<file path="src/rtl/fetch_unit.sv">
// fetch_unit: instruction prefetch queue with a single outstanding memory request; FETCH_STALL_COUNT_EN adds stall_count
module fetch_unit #(
   parameter int          DEPTH    = 4,
   parameter logic [31:0] RESET_PC = 32'h0000_0000
) (
   input  logic        clk,
   input  logic        reset,
   output logic        imem_req,
   output logic [31:0] imem_addr,
   input  logic        imem_ack,
   input  logic [31:0] imem_rdata,
   output logic        instr_valid,
   output logic [31:0] instr,
   output logic [31:0] instr_pc,
   input  logic        instr_ready,
   input  logic        redirect,
   input  logic [31:0] redirect_pc
`ifdef FETCH_STALL_COUNT_EN
   ,
   output logic [31:0] stall_count
`endif
);
   localparam int          AW    = $clog2(DEPTH);
   localparam logic [AW:0] FULL  = (AW+1)'(DEPTH);
   localparam logic [1:0]  FETCH = 2'd0;
   localparam logic [1:0]  WAIT  = 2'd1;
   localparam logic [1:0]  DRAIN = 2'd2;

   logic [1:0]    state;
   logic          run;
   logic [31:0]   fetch_pc;
   logic [AW-1:0] head, tail;
   logic [AW:0]   count, count_nxt;
   logic [31:0]   q_instr [DEPTH];
   logic [31:0]   q_pc    [DEPTH];
   logic          pop, push;
   logic [31:0]   next_addr, target;

   assign instr_valid = count != '0;
   assign instr       = q_instr[head];
   assign instr_pc    = q_pc[head];

   // queue handshakes and the address arithmetic shared by the control path
   always_comb begin
      pop       = instr_valid & instr_ready;
      push      = (state == WAIT) & imem_ack & ~redirect;
      count_nxt = count + (AW+1)'(push) - (AW+1)'(pop);
      next_addr = imem_addr + 32'd4;
      target    = redirect_pc & ~32'h3;
   end

   // request FSM, occupancy and pointers; run delays the first request by one edge after reset release
   always_ff @(posedge clk or negedge reset) begin
      if (!reset) begin
         state     <= FETCH;
         run       <= 1'b0;
         fetch_pc  <= RESET_PC;
         imem_req  <= 1'b0;
         imem_addr <= RESET_PC;
         count     <= '0;
         head      <= '0;
         tail      <= '0;
      end else begin
         run <= 1'b1;
         if (redirect) begin
            count    <= '0;
            head     <= '0;
            tail     <= '0;
            fetch_pc <= target;
            if (state == WAIT && !imem_ack) begin
               state <= DRAIN;
            end else if (state != DRAIN || imem_ack) begin
               state    <= FETCH;
               imem_req <= 1'b0;
            end
         end else begin
            count <= count_nxt;
            if (push) tail <= tail + 1'b1;
            if (pop) head <= head + 1'b1;
            if (state == FETCH && run && count < FULL) begin
               imem_req  <= 1'b1;
               imem_addr <= fetch_pc;
               state     <= WAIT;
            end else if (push) begin
               fetch_pc <= next_addr;
               if (count_nxt < FULL) begin
                  imem_addr <= next_addr;
               end else begin
                  imem_req <= 1'b0;
                  state    <= FETCH;
               end
            end else if (state == DRAIN && imem_ack) begin
               imem_req <= 1'b0;
               state    <= FETCH;
            end
         end
      end
   end

   // queue storage, cleared on reset so the head reads zero while empty
   always_ff @(posedge clk or negedge reset) begin
      if (!reset) begin
         for (int i = 0; i < DEPTH; i++) begin
            q_instr[i] <= '0;
            q_pc[i]    <= '0;
         end
      end else if (push) begin
         q_instr[tail] <= imem_rdata;
         q_pc[tail]    <= imem_addr;
      end
   end

`ifdef FETCH_STALL_COUNT_EN
   // saturating count of cycles where decode waits on an empty queue
   always_ff @(posedge clk or negedge reset) begin
      if (!reset) stall_count <= '0;
      else if (instr_ready && !instr_valid && stall_count != '1) stall_count <= stall_count + 32'd1;
   end
`endif
endmodule

</file>
<file path="config.mk">
export PLATFORM = sky130hd
export DESIGN_NAME = fetch_unit
export DESIGN_NICKNAME = d
export VERILOG_FILES = /design/src/rtl/fetch_unit.sv
export SDC_FILE = /design/constraint.sdc
export NUM_CORES = 1
export LEC_CHECK = 0
export ABC_AREA = 1
export BUFFER_PORTS_ARGS = -buffer_cell sky130_fd_sc_hd__buf_2
export CAP_MARGIN = 15
export CELL_PAD_IN_SITES_DETAIL_PLACEMENT = 1
export CELL_PAD_IN_SITES_GLOBAL_PLACEMENT = 2
export CORE_ASPECT_RATIO = 1.1
export CORE_MARGIN = 4
export CORE_UTILIZATION = 38
export DETAILED_ROUTE_END_ITERATION = 6
export PLACE_DENSITY = 0.84
export SKIP_LAST_GASP = 1
export SLEW_MARGIN = 0
export SYNTH_ARGS = -nofsm -noshare
export SYNTH_HDL_FRONTEND = slang
export SYNTH_SLANG_ARGS = --single-unit
</file>
<file path="constraint.sdc">
create_clock -name clk -period 4.18 [get_ports clk]
set_input_delay 0.836 -clock clk [delete_from_list [all_inputs] [get_ports clk]]
set_output_delay 0.836 -clock clk [all_outputs]
set_load 0.005 [all_outputs]
</file>
Yosys cells after proc, flatten, opt, wreduce, memory -nomap -nowiden
Cells that the tools add are included.

Register bits: 331. Output and inout bits: 98. Input port bits: 69.

Eq/ne operators: 8. Add/sub/neg operators: 5. Bitwise gates (word level): 6. $lt $le $gt $ge: 5. Muxes and demuxes: 35. Reductions and logical operators: 18.

Operators by type and width (count): 32-bit 2-to-1 mux (11); 128-bit bitwise mux (2); 32-bit binary-select mux with 2-bit select (2); 32-bit demux with 2-bit select (1); 32-bit by 3-bit adder with 32-bit output (second input constant) (1); 2-bit 2-to-1 mux (11); 2-bit nonzero test (4); 1-bit 2-to-1 mux (7); 3-bit greater-or-equal comparator (second input constant) (2); 3-bit < comparator (second input constant) (2); 2-bit inequality test (second input constant) (3); 2-bit inverter with 3-bit output (2); 3-bit AND reduction (2); 1-bit logical AND (5); 2-bit by 1-bit adder with 2-bit output (second input constant) (2); 4-bit inequality test (second input constant) (1); 4-bit AND reduction (1); 4-bit nonzero test (1); 3-bit by 1-bit adder with 3-bit output (1); 1-bit AND (3); 3-bit by 1-bit < comparator with 1-bit output (second input constant) (1); 3-bit 2-to-1 mux (1); 3-bit by 1-bit inequality test with 1-bit output (second input constant) (1); 3-bit nonzero test (1); other kinds (9) (9).

Depth between registers and ports, before layout
Gate-level depths: netlist of run 1.

Depth after elaboration: 10. Gate-level depth with buffers: 21. Mapped depth without buffers: 19.

Least setup slack after synthesis of run 1
Ideal clock, no wire load.

Kind: input to register. Start point: input port redirect. End point: register imem_addr[21]. Stages on the path: 17. Arrival time: 2899 ps. Data required time: 4114 ps. Library setup time: 66 ps. Slack: 1216 ps. Path through: buf_2 > nor2_4 > buf_6 > inv_1 > ha_1 > inv_1 > ha_1 > inv_1 > fa_1 > nand3_1 > nand2_1 > nand2_1 > nand2_1 > inv_2 > clkbuf_1 > nand2_1 > nand2_1.

Cells in the longest elaborated chain, start to end: 7. Elaborated cells on any way between the ends: 8. Classes of those cells: add/sub: 2; order compare: 1; bitwise: 2; reduce/logical: 3.

RTL lines: start: declaration (RTL line 16) `input logic redirect,`; 1-bit inverter (no source line) *; 1-bit AND (RTL line 46) `push = (state == WAIT) & imem_ack & ~redirect;`; 3-bit by 1-bit adder with 3-bit output (RTL line 47) `count_nxt = count + (AW+1)'(push) - (AW+1)'(pop);`; 3-bit by 1-bit subtractor with 3-bit output (RTL line 47); 3-bit < comparator (RTL line 86) `if (count_nxt < FULL) begin`; 2-bit nonzero test (no source line); 3-bit AND reduction (no source line) *; end signal: assignment (RTL line 82) `imem_addr <= fetch_pc;`; end signal: assignment (RTL line 87) `imem_addr <= next_addr;`; end: declaration (RTL line 9) `output logic [31:0] imem_addr,`.

Mark *: on every way between the ends. The rest lies on a longest branch, timed or not. A chain may end at the register's enable or synchronous reset.

Final worst setup path of run 1
Start point: register head[0]. End point: output port instr_pc[26].

Cells in the longest elaborated chain, start to end: 4.

RTL lines: start: declaration (RTL line 32) `logic [AW-1:0] head, tail;`; start signal: assignment (RTL line 79) `if (pop) head <= head + 1'b1;`; 2-bit inverter with 3-bit output (implied by the code) (RTL line 41) `assign instr_pc = q_pc[head];`; 32-bit binary-select mux with 2-bit select (RTL line 41); 32-bit 2-to-1 mux (implied by the code) (2 in series) (RTL line 41); end: declaration (RTL line 14) `output logic [31:0] instr_pc,`.

Every way passes these cells. The select of a mux whose other input is x is not followed.

==> summary.md, run 1 <==
| Metric | Value |
|---|---|
| CTS resizes | `0` |
| Cells after synthesis | `roughly 1,900` |
| Area growth syn-to-layout | `16.31%` |
| CTS buffer count | `40` |
| Least-Margin Pin Slew | `0.8101 ns` |
| IO Pins | `167` |
| Vias in the first global route | `14,090` |
| RSZ-0062 raised after global routing | `no` |
| Yosys cell types | `31` |
| Area leader, netlist | `dfrtp_1` |
| Drt pass-1 iters | `5` |
| TritonCTS Sinks | `approximately 330` |
| CP required | `3.34 ns` |
| EDFF count, synth | `0` |
| IO Port Bufs | `between 150 and 200` |
| Routed vias | `13,320` |
| Critical Path Source Type | `flop` |
| Die X | `between 200 and 250 um` |
| Reg2reg setup slack | `about 1.4 ns` |
| Chain of cells forming the critical path | `inv_4 -> buf_4 -> o21ai_0 -> o22ai_1 -> buf_2` |
| Final critical-path share of the clock period | `84.13%` |
| Syn nets | `just under 2,000` |
| Crit Path Max Fanout | `54` |
| Leakage | `8.822 nW` |
| Post-Route WL | `around 47,000 um` |
| Largest cells by area after synthesis | `dfrtp_1 (53%), nand2_1 (13%), o21ai_0 (9.2%), nor2_1 (5.7%), o21ai_1 (3.0%)` |
| Status | `complete, no violations` |
| # nets final | `around 2,100` |
| Layout cells sized above 1 | `15.30%` |
| Placed cells | `about 2,500` |
| Rel. slew slack | `46.00%` |
| CTS tree | `built` |
| Clk buf depth | `3` |
| Finished Layout Cells | `about 2,600` |
| CP max stage cell | `dfrtp_4` |
| Root buffer cell | `clkbuf_16` |
| Top Family by Delay on Critical Path | `buffers and inverters` |
| Rows | `77` |
| Fillcell total | `4,865` |
| HP Class | `in2async` |
| Die height | `around 220 um` |
| Wire per inst | `~18 um` |
| Final setup viols | `0` |
| Sequential fraction of the synthesis area | `a little over half` |
| Die area | `44,150 sq um` |
| R2R cell count | `17` |
| Yosys warnings | `0` |
| Gp weighted congestion | `roughly 0.82` |
| Worst path arrival time | `around 2.7 ns` |
| Post-Syn Area | `about 16,000 sq um` |
| Worst R2R Start | `count[1]` |
| Clock Latency Late Sink | `~0.57 ns` |
| Peak Freq | `about 280 MHz` |
| Initial drt markers | `613` |
| ANT cells | `0` |
| Global Route Usage Sum | `about a fifth` |
| Period minus WS final | `~3.5 ns` |
| Maximum vdd ir drop | `0.0003319 V` |
| Count of final hold-check violations | `0` |
| Post-cts hold buffer count | `0` |
| Post-Route Setup TNS | `0 ns` |
| Final ANT Viol Nets | `0` |
| Crit path buffers/inverters | `3` |
| Vias per cell | `slightly above 5` |
| Synth Flop Type | `dfrtp_1` |
| Post-CTS setup buffer count | `0` |
| CP Class | `reg2out` |
| GRT overflow | `0` |
| Worst setup EP type | `primary output` |
| Pins Over Slew Limit | `0` |
| DP Wirelength | `between 20,000 and 30,000 um` |
| Pwr dens | `roughly 640 nW/um^2` |
| First-pass GRT wire length | `approximately 76,000 um` |
| Max-cap violations | `0` |
| Yosys reg bits | `331` |
| DRC Markers | `0` |
| Largest net degree at the start of global routing | `95` |
| Clk pin slew, worst setup/hold paths | `about 0.050 ns` |
| Post-synth top area share | `53.37%` |
| Critical Path Max Stage Delay | `between 0.6 and 0.7 ns` |
| Syn_area_per_cell | `between 8 and 9 sq um` |
| Core Region | `slightly above 40,000 sq um` |
| Post-synth ARST share | `100.0%` |
| Initial antenna violation count | `0` |
| Starting Density | `slightly below 40%` |
| Clk_skew | `~0.021 ns` |
| RR Endpoint | `imem_addr[21]` |
| H-tree depth | `2` |
==> per-stage QoR <==
stage | utilization [%] | setup slack, ns | power (mW) | instance area (sq um) | hold slack [ns]
floorplan | - | 1.216 | 6.383 | 15520 | 0.4496
global placement | 41.47 | 1.113 | 7.949 | 16700 | 0.4577
detailed placement | 41.47 | 1.019 | 8.061 | 16700 | 0.4636
CTS | 44.81 | 0.5804 | 11.72 | 18040 | 0.3320
global route | 44.83 | 0.4539 | 12.38 | 18050 | 0.3584
finish | 44.83 | 0.6634 | 11.53 | 18050 | 0.2930
==> sequential cells by signal (all words and copies together), names as in the netlist <==
signal / flops
tail: 2
q_instr: 128
count: 3
imem_addr: 32
head: 2
q_pc: 128
imem_req: 1
run: 1
fetch_pc: 32
state: 2
==> synthesized netlist by cell type, types with 2 or more instances <==
library cell / number
nand2_2: 3
nor2_1: 234
ha_1: 7
dfrtp_1: 331
nand4_1: 2
o211ai_1: 5
a21oi_1: 17
a31oi_1: 2
inv_2: 5
o21ai_2: 36
nor2_4: 3
o21ai_0: 285
or2_2: 3
o21ai_1: 94
nand3_1: 59
xor2_1: 7
clkbuf_1: 70
buf_2: 28
o22ai_1: 67
buf_6: 21
nand2_1: 527
inv_1: 92
==> layout make-up <==
type | instances | area (sq um) | area share (%)
clock buffer | 58 | 1160 | 6.425
clock inverter | 15 | 186.4 | 1.033
inverter | 97 | 366.6 | 2.031
multi-input combinational | 1358 | 6248 | 34.61
sequential | 331 | 8288 | 45.91
tap | 513 | 641.9 | 3.556
timing repair buffer | 193 | 1161 | 6.432
==> cells by family (layout without fill, tap and decap cells) <==
| kind of cell | after synthesis | after routing | synth area share, % |
|---|---|---|---|
| AND/OR/NAND/NOR | 834 | 834 | 21.06 |
| flip-flops | 331 | 331 | 53.37 |
| AO/OA/AOI/OAI | 508 | 508 | 17.92 |
| XOR/XNOR | 7 | 7 | 0.3950 |
| buffers and inverters | 218 | 363 | 6.538 |
| other | 1 | 1 | 0.02416 |
| adder cells (fa/ha/maj) | 8 | 8 | 0.6932 |
==> placed cells by master (no fill, tap or decap), types with 2 or more instances in the layout <==
cell	netlist	routed
inv_6	0	3
nor2_4	3	3
dfrtp_1	331	329
o211ai_1	5	5
buf_4	1	20
nand2_4	0	4
nor2_1	234	234
inv_2	5	6
nand2_1	527	525
nand4_1	2	2
xor2_1	7	7
o21ai_2	36	36
clkbuf_1	70	10
or2_2	3	3
clkbuf_8	0	7
o21ai_1	94	94
buf_2	28	163
buf_12	0	9
ha_1	7	7
nand3_1	59	59
a31oi_1	2	2
a21oi_1	17	17
o21ai_0	285	285
o22ai_1	67	67
inv_1	92	90
clkinv_2	0	8
clkbuf_16	0	41
bufinv_16	0	4
==> metal layers <==
layer / vias to the layer above / share of wire (%) / global-route usage, % / wire length, um
met5: - / 0 / 0 / 0
met4: 0 / 2.3 / 5.989 / 1060
met3: 56 / 2.8 / 2.796 / 1317
met2: 199 / 48 / 36.79 / 22640
met1: 6596 / 47 / 28.33 / 21900
li1: 6465 / - / - / -
==> worst reg2reg max path, stage by stage, from the launching register on <==
cell      delay, ns
dfrtp_1        0.43
nor2_1         0.14
a21boi_0       0.10
buf_4          0.16
ha_1           0.28
inv_1          0.06
ha_1           0.14
inv_1          0.05
fa_1           0.39
nand3_1        0.11
nand2_1        0.07
nand2_1        0.10
nand2_1        0.12
inv_2          0.09
buf_12         0.20
nor2_1         0.11
nand2_1        0.08
nand2_1        0.04
==> report_power, final <==
part	internal (mW)	switching (mW)
Sequential	3.82	0.536
Combinational	1.32	2.26
Clock	2.18	1.41
Total	7.32	4.21
==> worst max-delay path by stage <==
stage / endpoint / from / cells after the start
5_1_grt: instr[2] / head[0] / 5
6_report: instr_pc[26] / head[0] / 5
4_1_cts: instr[2] / head[0] / 5
3_5_place_dp: imem_addr[21] / instr_ready / 17
2_1_floorplan: imem_addr[21] / redirect / 17
3_3_place_gp: imem_addr[25] / instr_ready / 17
No activity file was read; power rests on OpenSTA's default activity.
==> run 2: changes to the inputs <==
--- a/config.mk
+++ b/config.mk
@@ -12,9 +12,9 @@
 export CELL_PAD_IN_SITES_GLOBAL_PLACEMENT = 2
 export CORE_ASPECT_RATIO = 1.1
 export CORE_MARGIN = 4
-export CORE_UTILIZATION = 38
+export CORE_UTILIZATION = 35
 export DETAILED_ROUTE_END_ITERATION = 6
-export PLACE_DENSITY = 0.84
+export PLACE_DENSITY = 0.78
 export SKIP_LAST_GASP = 1
 export SLEW_MARGIN = 0
 export SYNTH_ARGS = -nofsm -noshare
==> constraint.sdc (replaced) <==
create_clock -name clk -period 3.3 [get_ports clk]
set_input_delay 0.66 -clock clk [delete_from_list [all_inputs] [get_ports clk]]
set_output_delay 0.66 -clock clk [all_outputs]
set_load 0.005 [all_outputs]
==> summary.md, run 2 (same netlist as run 1, synthesis figures left out) <==
| Metric | Value |
|---|---|
| Status | `complete, no violations` |
| Max-cap violations | `0 (unchanged)` |
| Post-CTS setup buffer count | `0 (unchanged)` |
| Critical Path Source Type | `flop` |
| Multi-input gate area in the final layout | `6248 sq um (unchanged)` |
| Post-cts hold buffer count | `0 (unchanged)` |
| Vias per cell | `5.059 (-2.5%)` |
| Rows | `80 (+3.9%)` |
| Leakage | `8.803 nW (-0.21%)` |
| IO Pins | `167 (unchanged)` |
| Post-Route WL | `47,840 um (+2.0%)` |
| H-tree depth | `2 (unchanged)` |
| FF+latch area | `8288 sq um (unchanged)` |
| CTS buffer count | `39 (-2.5%)` |
| ANT cells | `0 (unchanged)` |
| Least-Margin Pin Slew | `0.7584 ns (-0.05169 ns)` |
| Biggest regs | `q_instr x128, q_pc x128` |
| Area growth syn-to-layout | `16.73%` |
| Period minus WS final | `roughly 3 ns` |
| Dpl cell area | `16,870 sq um (+1.0%)` |
| Clk pin slew, worst setup/hold paths | `0.06 ns (about the same)` |
| Switch Pwr | `5.297 mW (+26%)` |
| Fin area | `18,120 sq um (+0.36%)` |
| Post-Route Setup TNS | `0 ns (unchanged)` |
| Initial drt markers | `618 (+0.82%)` |
| DP Wirelength | `30,760 um (+3.5%)` |
| Worst path arrival time | `2.39 ns (-0.29 ns)` |
| Largest net degree at the start of global routing | `131 (+38%)` |
| CP Class | `reg2out` |
| First-pass GRT wire length | `78,050 um (+2.4%)` |
| Crit Path Max Fanout | `41 (-24%)` |
| Die height | `228.9 um (+4.0%)` |
| Worst R2R Start | `count[2]` |
| Die X | `208.8 um (+4.0%)` |
| Starting Density | `35.56% (-3.0 points)` |
| Root buffer cell | `clkbuf_16` |
| GRT overflow | `0 (unchanged)` |
| Switching Fraction | `36.98% (+0.49 points)` |
| Final ANT Viol Nets | `0 (unchanged)` |
| Count of final hold-check violations | `0 (unchanged)` |
| Most frequent cells in the layout | `nand2_1 (525), dfrtp_1 (329), o21ai_0 (285)` |
| Clock share of power | `29.5% (-1.6 points)` |
| Die area | `47,780 sq um (+8.2%)` |
| P_int | `9.029 mW (+23%)` |
| RR Endpoint | `imem_addr[22]` |
| Clk buf depth | `3 (unchanged)` |
| Vias in the first global route | `14,260 (+1.2%)` |
| Layout cells sized above 1 | `15.02% (-0.28 points)` |
| Wire per inst | `18.23 um (-0.34%)` |
| CTS resizes | `0 (unchanged)` |
| RSZ-0062 raised after global routing | `no` |
| Core Region | `43,640 sq um (+8.4%)` |
| Final setup viols | `0 (unchanged)` |
| Commonest non-fill, non-tap cell in the layout | `nand2_1` |
| Reg2reg setup slack | `0.56 ns (-0.84 ns)` |
| Drt pass-1 iters | `4 (-1)` |
| Comb power frac | `32.3% (+1.2 points)` |
| HP Class | `in2async` |
| CP required | `2.64 ns (-0.70 ns)` |
| IO Port Bufs | `164 (unchanged)` |
| Clock Latency Late Sink | `0.56 ns (about the same)` |
| TritonCTS Sinks | `331 (unchanged)` |
| Sequential Power Share | `38.2% (+0.4 points)` |
| Gp weighted congestion | `0.8221 (-0.29%)` |
| Peak Freq | `~330 MHz` |
| Clk_skew | `0.02511 ns (+0.003898 ns)` |
| R2R cell count | `16 (-1)` |
| Rel. slew slack | `49.44% (+3.4 points)` |
| CTS tree | `built` |
| Final critical-path share of the clock period | `roughly 93%` |
| Pwr dens | `790.8 nW/um^2 (+24%)` |
| Initial antenna violation count | `0 (unchanged)` |
| DRC Markers | `0 (unchanged)` |
| Pins Over Slew Limit | `0 (unchanged)` |
| Global Route Usage Sum | `19.99% (-1.3 points)` |
| Fillcell total | `5,311 (+9.2%)` |
| # nets final | `2,099 (+0.048%)` |
| Worst setup EP type | `primary output` |
| Routed vias | `13,280 (-0.30%)` |
| Maximum vdd ir drop | `0.0003513 V (+5.8%)` |
[run 2: cell count changes in the layout (fill, tap and decap cells not counted)]
cell and delta:
buf_12 +6, buf_4 -4, bufinv_16 -3, clkbuf_1 +4
clkbuf_16 -1, clkbuf_8 +1, clkinv_2 -5, clkinv_8 +1
inv_6 -2, inv_8 +1
[run 2: worst max path at each step]
stage,from,end,slack (ns)
finish,head[1],instr_pc[17],0.25
global route,head[1],instr_pc[14],0.11
CTS,head[1],instr_pc[13],0.18
detailed placement,instr_ready,imem_addr[22],0.33
global placement,imem_ack,imem_addr[25],0.42
floorplan,redirect,imem_addr[21],0.51
[run 2: routing by layer]
layer	vias up	global-route usage, %	routed length (um)
li1	6475	-	-
met1	6541	26.58	22200
met2	199	34.49	23050
met3	61	2.745	1562
met4	0	5.242	1026
met5	-	0	0
[run 2: area by class of cell]
cell class | count | area share, %
clock buffer | 62 | 6.423
clock inverter | 7 | 0.4489
inverter | 97 | 2.023
multi-input combinational | 1358 | 34.49
sequential | 331 | 45.75
tap | 574 | 3.964
timing repair buffer | 195 | 6.906
[run 2: critical path: stages (launching register included)]
cell and delay (ns):
dfrtp_2 0.54, inv_2 0.11, buf_4 0.45, o21ai_0 0.17, o22ai_1 0.35, buf_2 0.19
[run 2: through the flow]
stage | hold slack [ns] | util (%) | instances | power [mW] | worst slack [ns]
floorplan | 0.3644 | - | 1907 | 8.085 | 0.5118
global placement | 0.4566 | 38.66 | 2555 | 10.13 | 0.4236
detailed placement | 0.4655 | 38.66 | 2555 | 10.27 | 0.3270
CTS | 0.1617 | 41.51 | 2624 | 14.62 | 0.1766
global route | 0.2088 | 41.51 | 2624 | 15.44 | 0.1105
finish | 0.1631 | 41.51 | 2624 | 14.33 | 0.2468
[run 2: power by group through the flow]
stage          clock (mW)  sequential [mW]  combinational (mW)
2_1_floorplan           0             5.35                2.74
3_3_place_gp            0             5.52                4.61
3_5_place_dp            0             5.54                4.73
4_1_cts              4.39             5.48                4.74
5_1_grt              4.56             5.60                5.28
6_report             4.23             5.48                4.62
